**config.mk**
```make
export PLATFORM = sky130hd
export DESIGN_NAME = uart_rx_ctrl_flat
export DESIGN_NICKNAME = d
export VERILOG_FILES = /design/src/rtl/uart_rx_ctrl_if.sv /design/src/rtl/uart_rx_ctrl.sv /design/src/flat_wrapper.sv
export SDC_FILE = /design/constraint.sdc
export NUM_CORES = 1
export LEC_CHECK = 0
export CAP_MARGIN = 10
export CELL_PAD_IN_SITES_DETAIL_PLACEMENT = 0
export CELL_PAD_IN_SITES_GLOBAL_PLACEMENT = 1
export CORE_MARGIN = 8
export CORE_UTILIZATION = 30
export CTS_BUF_LIST = sky130_fd_sc_hd__clkbuf_16
export CTS_CLUSTER_SIZE = 16
export DETAILED_ROUTE_END_ITERATION = 12
export PLACE_DENSITY = 0.62
export SYNTH_ARGS = -nofsm -noshare
export SYNTH_HDL_FRONTEND = slang
export SYNTH_SLANG_ARGS = --single-unit
export TNS_END_PERCENT = 30
```
**constraint.sdc**
```tcl
create_clock -name clk -period 6.8 [get_ports clk]
set_clock_uncertainty 0.15 [all_clocks]
set_input_delay 1.02 -clock clk [delete_from_list [all_inputs] [get_ports clk]]
set_output_delay 1.02 -clock clk [all_outputs]
set_load 0.02 [all_outputs]
```
**src/rtl/uart_rx_ctrl_if.sv**
```systemverilog
// Byte streams around the receive controller: engine-to-controller drain and FIFO read side.
interface uart_rx_ctrl_if;
   logic       eng_valid;
   logic       eng_ready;
   logic [7:0] eng_data;
   logic       eng_busy;
   logic       rd_valid;
   logic       rd_ready;
   logic [7:0] rd_data;

   modport master (
      output eng_valid, eng_data, eng_busy, rd_ready,
      input  eng_ready, rd_valid, rd_data
   );

   modport slave (
      input  eng_valid, eng_data, eng_busy, rd_ready,
      output eng_ready, rd_valid, rd_data
   );
endinterface

```
**src/rtl/uart_rx_ctrl.sv**
```systemverilog
// UART receive sequencer: x16 baud tick, engine drain into a FWFT FIFO, character timeout,
// sticky overrun and a registered level interrupt.
module uart_rx_ctrl #(
   parameter int unsigned  DIV_W         = 16,
   parameter int unsigned  DEPTH         = 8,
   parameter int unsigned  TIMEOUT_TICKS = 640,
   localparam int unsigned AW            = $clog2(DEPTH),
   localparam int unsigned LW            = AW + 1,
   localparam int unsigned TW            = $clog2(TIMEOUT_TICKS + 1)
) (
   input  logic             clk,
   input  logic             rst_n,
   input  logic             cfg_enable,
   input  logic [DIV_W-1:0] cfg_divisor,
   input  logic             cfg_irq_en,
   input  logic [LW-1:0]    cfg_irq_thresh,
   input  logic             cfg_flush,
   input  logic             overrun_clr,
   output logic             baud_x16_tick,
   uart_rx_ctrl_if.slave    bus,
   output logic [LW-1:0]    fifo_level,
   output logic             overrun,
   output logic             timeout,
   output logic             rx_on,
   output logic             irq
);

   typedef enum logic [1:0] {StOff, StOn, StStop} state_e;

   state_e state_q, state_d;

   logic [DIV_W-1:0] cnt_q, cnt_d;
   logic             tick_q, tick_d;
   logic             baud_run;

   logic [7:0]    mem_q [DEPTH];
   logic [LW-1:0] wr_ptr_q, rd_ptr_q;
   logic          empty, full;
   logic          push_req, push_ok, pop, drop;

   logic          overrun_q;
   logic [TW-1:0] tcnt_q, tcnt_d;
   logic          tcnt_clr;
   logic          irq_q;

   // ---------------- Control FSM ----------------
   always_ff @(posedge clk) begin
      if (!rst_n) begin
         state_q <= StOff;
      end else begin
         state_q <= state_d;
      end
   end

   always_comb begin
      state_d = state_q;
      case (state_q)
         StOff: begin
            if (cfg_enable) state_d = StOn;
         end
         StOn: begin
            if (!cfg_enable) state_d = bus.eng_busy ? StStop : StOff;
         end
         StStop: begin
            if (cfg_enable) begin
               state_d = StOn;
            end else if (!bus.eng_busy) begin
               state_d = StOff;
            end
         end
         default: state_d = StOff;
      endcase
   end

   assign rx_on         = (state_q != StOff);
   assign bus.eng_ready = rx_on;

   // ---------------- Baud counter ----------------
   assign baud_run = rx_on && (cfg_divisor != '0);

   // >= rather than == so a shrunk divisor cannot strand the counter above the wrap point
   always_comb begin
      cnt_d  = '0;
      tick_d = 1'b0;
      if (baud_run) begin
         if (cnt_q >= (cfg_divisor - DIV_W'(1))) begin
            tick_d = 1'b1;
         end else begin
            cnt_d = cnt_q + DIV_W'(1);
         end
      end
   end

   always_ff @(posedge clk) begin
      if (!rst_n) begin
         cnt_q  <= '0;
         tick_q <= 1'b0;
      end else begin
         cnt_q  <= cnt_d;
         tick_q <= tick_d;
      end
   end

   assign baud_x16_tick = tick_q;

   // ---------------- FIFO ----------------
   assign empty = (wr_ptr_q == rd_ptr_q);
   assign full  = (wr_ptr_q[AW-1:0] == rd_ptr_q[AW-1:0]) && (wr_ptr_q[AW] != rd_ptr_q[AW]);

   assign push_req = bus.eng_valid && bus.eng_ready;
   assign pop      = !empty && bus.rd_ready;
   assign push_ok  = push_req && (!full || pop) && !cfg_flush;
   assign drop     = push_req && full && !pop && !cfg_flush;

   always_ff @(posedge clk) begin
      if (!rst_n) begin
         wr_ptr_q <= '0;
         rd_ptr_q <= '0;
      end else if (cfg_flush) begin
         wr_ptr_q <= '0;
         rd_ptr_q <= '0;
      end else begin
         if (push_ok) wr_ptr_q <= wr_ptr_q + LW'(1);
         if (pop)     rd_ptr_q <= rd_ptr_q + LW'(1);
      end
   end

   always_ff @(posedge clk) begin
      if (!rst_n) begin
         for (int unsigned i = 0; i < DEPTH; i++) begin
            mem_q[i] <= '0;
         end
      end else if (push_ok) begin
         mem_q[wr_ptr_q[AW-1:0]] <= bus.eng_data;
      end
   end

   assign bus.rd_valid = !empty;
   assign bus.rd_data  = mem_q[rd_ptr_q[AW-1:0]];
   assign fifo_level   = wr_ptr_q - rd_ptr_q;

   // ---------------- Overrun ----------------
   always_ff @(posedge clk) begin
      if (!rst_n) begin
         overrun_q <= 1'b0;
      end else if (drop) begin
         overrun_q <= 1'b1;
      end else if (overrun_clr) begin
         overrun_q <= 1'b0;
      end
   end

   assign overrun = overrun_q;

   // ---------------- Character timeout ----------------
   assign tcnt_clr = push_req || pop || bus.eng_busy || empty || cfg_flush || !rx_on;

   always_comb begin
      tcnt_d = tcnt_q;
      if (tcnt_clr) begin
         tcnt_d = '0;
      end else if (tick_q && (tcnt_q != TW'(TIMEOUT_TICKS))) begin
         tcnt_d = tcnt_q + TW'(1);
      end
   end

   always_ff @(posedge clk) begin
      if (!rst_n) begin
         tcnt_q <= '0;
      end else begin
         tcnt_q <= tcnt_d;
      end
   end

   assign timeout = (tcnt_q == TW'(TIMEOUT_TICKS));

   // ---------------- Interrupt ----------------
   always_ff @(posedge clk) begin
      if (!rst_n) begin
         irq_q <= 1'b0;
      end else begin
         irq_q <= cfg_irq_en && (((cfg_irq_thresh != '0) && (fifo_level >= cfg_irq_thresh))
                                 || timeout || overrun_q);
      end
   end

   assign irq = irq_q;

endmodule

```
**src/flat_wrapper.sv**
```systemverilog
// flat-port wrapper written by rule: the top's interface ports become plain ports
module uart_rx_ctrl_flat 
#(
   parameter int unsigned  DIV_W         = 16,
   parameter int unsigned  DEPTH         = 8,
   parameter int unsigned  TIMEOUT_TICKS = 640,
   localparam int unsigned AW            = $clog2(DEPTH),
   localparam int unsigned LW            = AW + 1,
   localparam int unsigned TW            = $clog2(TIMEOUT_TICKS + 1)
)
  (clk, rst_n, cfg_enable, cfg_divisor, cfg_irq_en, cfg_irq_thresh, cfg_flush, overrun_clr, baud_x16_tick, fifo_level, overrun, timeout, rx_on, irq, bus_eng_valid, bus_eng_data, bus_eng_busy, bus_rd_ready, bus_eng_ready, bus_rd_valid, bus_rd_data);
  uart_rx_ctrl_if bus_i ();
  input  logic clk;
  input  logic rst_n;
  input  logic cfg_enable;
  input  logic [DIV_W-1:0] cfg_divisor;
  input  logic cfg_irq_en;
  input  logic [LW-1:0] cfg_irq_thresh;
  input  logic cfg_flush;
  input  logic overrun_clr;
  output logic baud_x16_tick;
  output logic [LW-1:0] fifo_level;
  output logic overrun;
  output logic timeout;
  output logic rx_on;
  output logic irq;
  input wire logic [$bits(bus_i.eng_valid)-1:0] bus_eng_valid;
  input wire logic [$bits(bus_i.eng_data)-1:0] bus_eng_data;
  input wire logic [$bits(bus_i.eng_busy)-1:0] bus_eng_busy;
  input wire logic [$bits(bus_i.rd_ready)-1:0] bus_rd_ready;
  output wire logic [$bits(bus_i.eng_ready)-1:0] bus_eng_ready;
  output wire logic [$bits(bus_i.rd_valid)-1:0] bus_rd_valid;
  output wire logic [$bits(bus_i.rd_data)-1:0] bus_rd_data;
  assign bus_i.eng_valid = bus_eng_valid;
  assign bus_i.eng_data = bus_eng_data;
  assign bus_i.eng_busy = bus_eng_busy;
  assign bus_i.rd_ready = bus_rd_ready;
  assign bus_eng_ready = bus_i.eng_ready;
  assign bus_rd_valid = bus_i.rd_valid;
  assign bus_rd_data = bus_i.rd_data;
  uart_rx_ctrl #(.DIV_W(DIV_W), .DEPTH(DEPTH), .TIMEOUT_TICKS(TIMEOUT_TICKS)) u_core (.clk(clk), .rst_n(rst_n), .cfg_enable(cfg_enable), .cfg_divisor(cfg_divisor), .cfg_irq_en(cfg_irq_en), .cfg_irq_thresh(cfg_irq_thresh), .cfg_flush(cfg_flush), .overrun_clr(overrun_clr), .baud_x16_tick(baud_x16_tick), .bus(bus_i), .fifo_level(fifo_level), .overrun(overrun), .timeout(timeout), .rx_on(rx_on), .irq(irq));
endmodule
```
==> flow_summary.toml <==
[clock_network]
cts_setup_buffers = 0
clkSlewWorstSetupHoldPaths_ns = 0.07
cts.sink_count = 106
cts_buffer_depth = 2
htreeDepth = 3
cts_tree = "done"
post_cts_resized = 0
cts-buffers-inserted = 9
clock_latency_ns = 0.36
root_buffer = "clkbuf_16"
cts_hold_buffers = 0

[worst_setup_path]
crit_family = "simple AND/OR/NAND/NOR gates"
critPathMaxStageDelay_ns = 0.56
critPathMaxFanout = 16
required_ns = 6.87
slowest_stage = "or4_4"
crit_chain = "clkdlybuf4s50_1 > or4_4 > or3_4 > nor2_1 > xnor2_1 > ha_1 > nand4_1 > or3_2 > a31oi_1 > or4_1 > nor2_1"
arrival_ns = 4.34
path_class = "primary input to flip-flop"
end_kind = "flip-flop"
crit_buf_inv = 1
startpoint_type = "primary input"
cp_common_cell = "nor2_1"

[synth]
synth.distinct_cells = 47
synthXorXnorAreaFrac_pct = 7.20
ys_async_sr_fraction_pct = 0
synth_area_per_cell_um2 = 11.5
yosys.area_share.simple_pct = 20.9
synth_top_family_by_area = "simple AND/OR/NAND/NOR gates"
ys_warn_count = 0
synth_mux_area_share_pct = 8.41
syn-num-nets = 544
ys_seq_area_share_pct = 50.5
synth_cells = 477
synth_edf_count = 64
ys.flop_type = "edfxtp_1"
synth-compound-area-share_pct = 3.43
netlist_area_um2 = 5470
synthAdderAreaFrac_pct = 7.00
synth_seq_cells = 106

[global_route]
grt_pass1_wl_um = 21300
grt_pass1_vias = 3920
grt_antenna_before_repair = 0
grt_overflow = 0
grt_start_max_net_pins = 20
grt_util_all_layers_pct = 12.2

[drt]
drt-pass1-iter-count = 4
wl_met2_um = 6090
wl_per_cell_um = 17.1
drt_iter0_drc = 197
totalWireLength_um = 13100
wl_met1_um = 6200
dr.max_layer_used = "met4"
post-route-drc-count = 0
ant_nets = 0
num_vias = 3696
dr_wl_met3_um = 678
vias_per_cell = 4.80

[placed_design]
place_hpwl_um = 9630
dp.cells = 754
dp_slack_ns = 2.17
gp_congestion = 0.780
io_buffers = 55

[cells_and_area]
final_layout_size_suffix_gt1_share_pct = 9.24
post-route-util_pct = 36.7
layout.cells.non_filler = 770
fin_nets = 603
area_growth_syn_to_layout_pct = 20.4
antennaDiodeCount = 0

[sta]
fin_crit_sh_pct = 62.8
finalCriticalPeriod_ns = 4.27
hold_violations = 0
setup_viol = 0
worst_slack_ns = 2.53
slew_headroom_pct = 21.5
drv_slew = 0
hold_slack_ns = 0.330
max_freq_ghz = 0.234
fin_tns_setup_ns = 0
worst_slew_pin_slew_ns = 1.17
grt_setup_unrepaired = "false"

[floorplanning]
num_rows = 49
die_y_um = 151
start_util_pct = 30.5
chipWidth_um = 151
dieArea_um2 = 22800
io_pins = 56
core_area_um2 = 18000

[min_path]
hold_class = "flip-flop to flip-flop"

[power]
vdd_drop_max_mv = 0.128
power_density_nw_per_um2 = 204
total_leakage_power_nw = 2.44

[run_status]
status = "completed"

[job]
drv_cap = 0
layout by cell type, fill, tap and decap left out, types with 2 or more instances in the layout:
cell              n
and4_1            2
clkinv_4          2
nor3_1           16
buf_4             5
nand3_1          16
ha_1             29
a21oi_1           8
xor2_1           29
o21ai_0           4
nor2_1           48
nor2b_1           2
edfxtp_1         64
dfxtp_1          42
nor4_1            3
nand2_1          25
and2_1           65
nand2b_1         10
a21o_1            3
nand4_1           7
clkdlybuf4s50_1  55
clkbuf_16         9
xnor2_1          16
mux2_2            8
inv_1            18
a211oi_1          3
and3_1           12
mux4_2           16
final cells by class:
type,instances,area (µm²)
repair buffers,60,588
inverters,18,67.6
multi-input cells,341,2570
well taps,229,287
clock inverters,7,88.8
flip-flops and latches,106,2760
fillers,1778,11400
clock buffers,9,225
metrics by stage:
| step | total power, mW | instance area, µm² |
|---|---|---|
| 6_report | 1.34 | 6590 |
| 5_1_grt | 1.39 | 6590 |
| 4_1_cts | 1.36 | 6590 |
| 3_3_place_gp | 0.806 | 6270 |
| 2_1_floorplan | 0.755 | 5470 |
| 3_5_place_dp | 0.808 | 6270 |
path summary, 6_finish.rpt:
check / start / endpoint / slack [ns] / depth (start not counted)
setup / recovery: cfg_divisor[11] / u_core.cnt_q[2] / 2.53 / 11
hold / removal: u_core.state_q[0] / u_core.state_q[0] / 0.33 / 1
setup reg to reg: u_core.wr_ptr_q[1] / u_core.mem_q[4][3] / 3.15 / 6
hold reg to reg: u_core.state_q[0] / u_core.state_q[0] / 0.33 / 1
cell families (layout without fill, tap and decap cells):
family | after synthesis | in the layout
DFF | 106 | 106
and+or+nand+nor | 214 | 214
buffers and inverters | 30 | 94
xor gates and xnor gates | 45 | 45
AOI/OAI and AO/OA | 27 | 27
adders and majority gates | 30 | 30
muxes | 25 | 25
power breakdown:
group	leakage (nW)	total (mW)	internal [mW]	switching, mW
sequential	1.00	0.697	0.693	0.00460
combinational	1.29	0.0945	0.0445	0.0500
clock	0.155	0.552	0.294	0.258
flip-flops by register name, indices dropped and copies added (netlist names), 2 cells and up, named ones only:
name             flops
u_core.wr_ptr_q      4
u_core.mem_q        64
u_core.tcnt_q       10
u_core.cnt_q        16
u_core.state_q       2
u_core.rd_ptr_q      4
layer usage:
metal | GRT usage [%] | vias to the layer above
met1 | 15.3 | 1794
met5 | 0 | -
li1 | - | 1813
met2 | 19.9 | 75
met4 | 3.32 | 0
met3 | 3.94 | 14
cells in the mapped netlist, types with 2 or more instances:
cell / number / area, µm²
a211oi_1: 3 / 22.5
a21o_1: 3 / 22.5
a21oi_1: 8 / 40.0
and2_1: 65 / 407
and3_1: 12 / 75.1
and4_1: 2 / 17.5
buf_1: 3 / 11.3
clkbuf_1: 5 / 18.8
dfxtp_1: 42 / 841
edfxtp_1: 64 / 1920
ha_1: 29 / 363
inv_1: 18 / 67.6
mux2_2: 8 / 90.1
mux4_2: 16 / 360
nand2_1: 25 / 93.8
nand2b_1: 10 / 62.6
nand3_1: 16 / 80.1
nand4_1: 7 / 43.8
nor2_1: 48 / 180
nor2b_1: 2 / 12.5
nor3_1: 16 / 80.1
nor4_1: 3 / 18.8
o21ai_0: 5 / 25.0
xnor2_1: 16 / 140
xor2_1: 29 / 254
No activity file was read; power rests on OpenSTA's default activity.
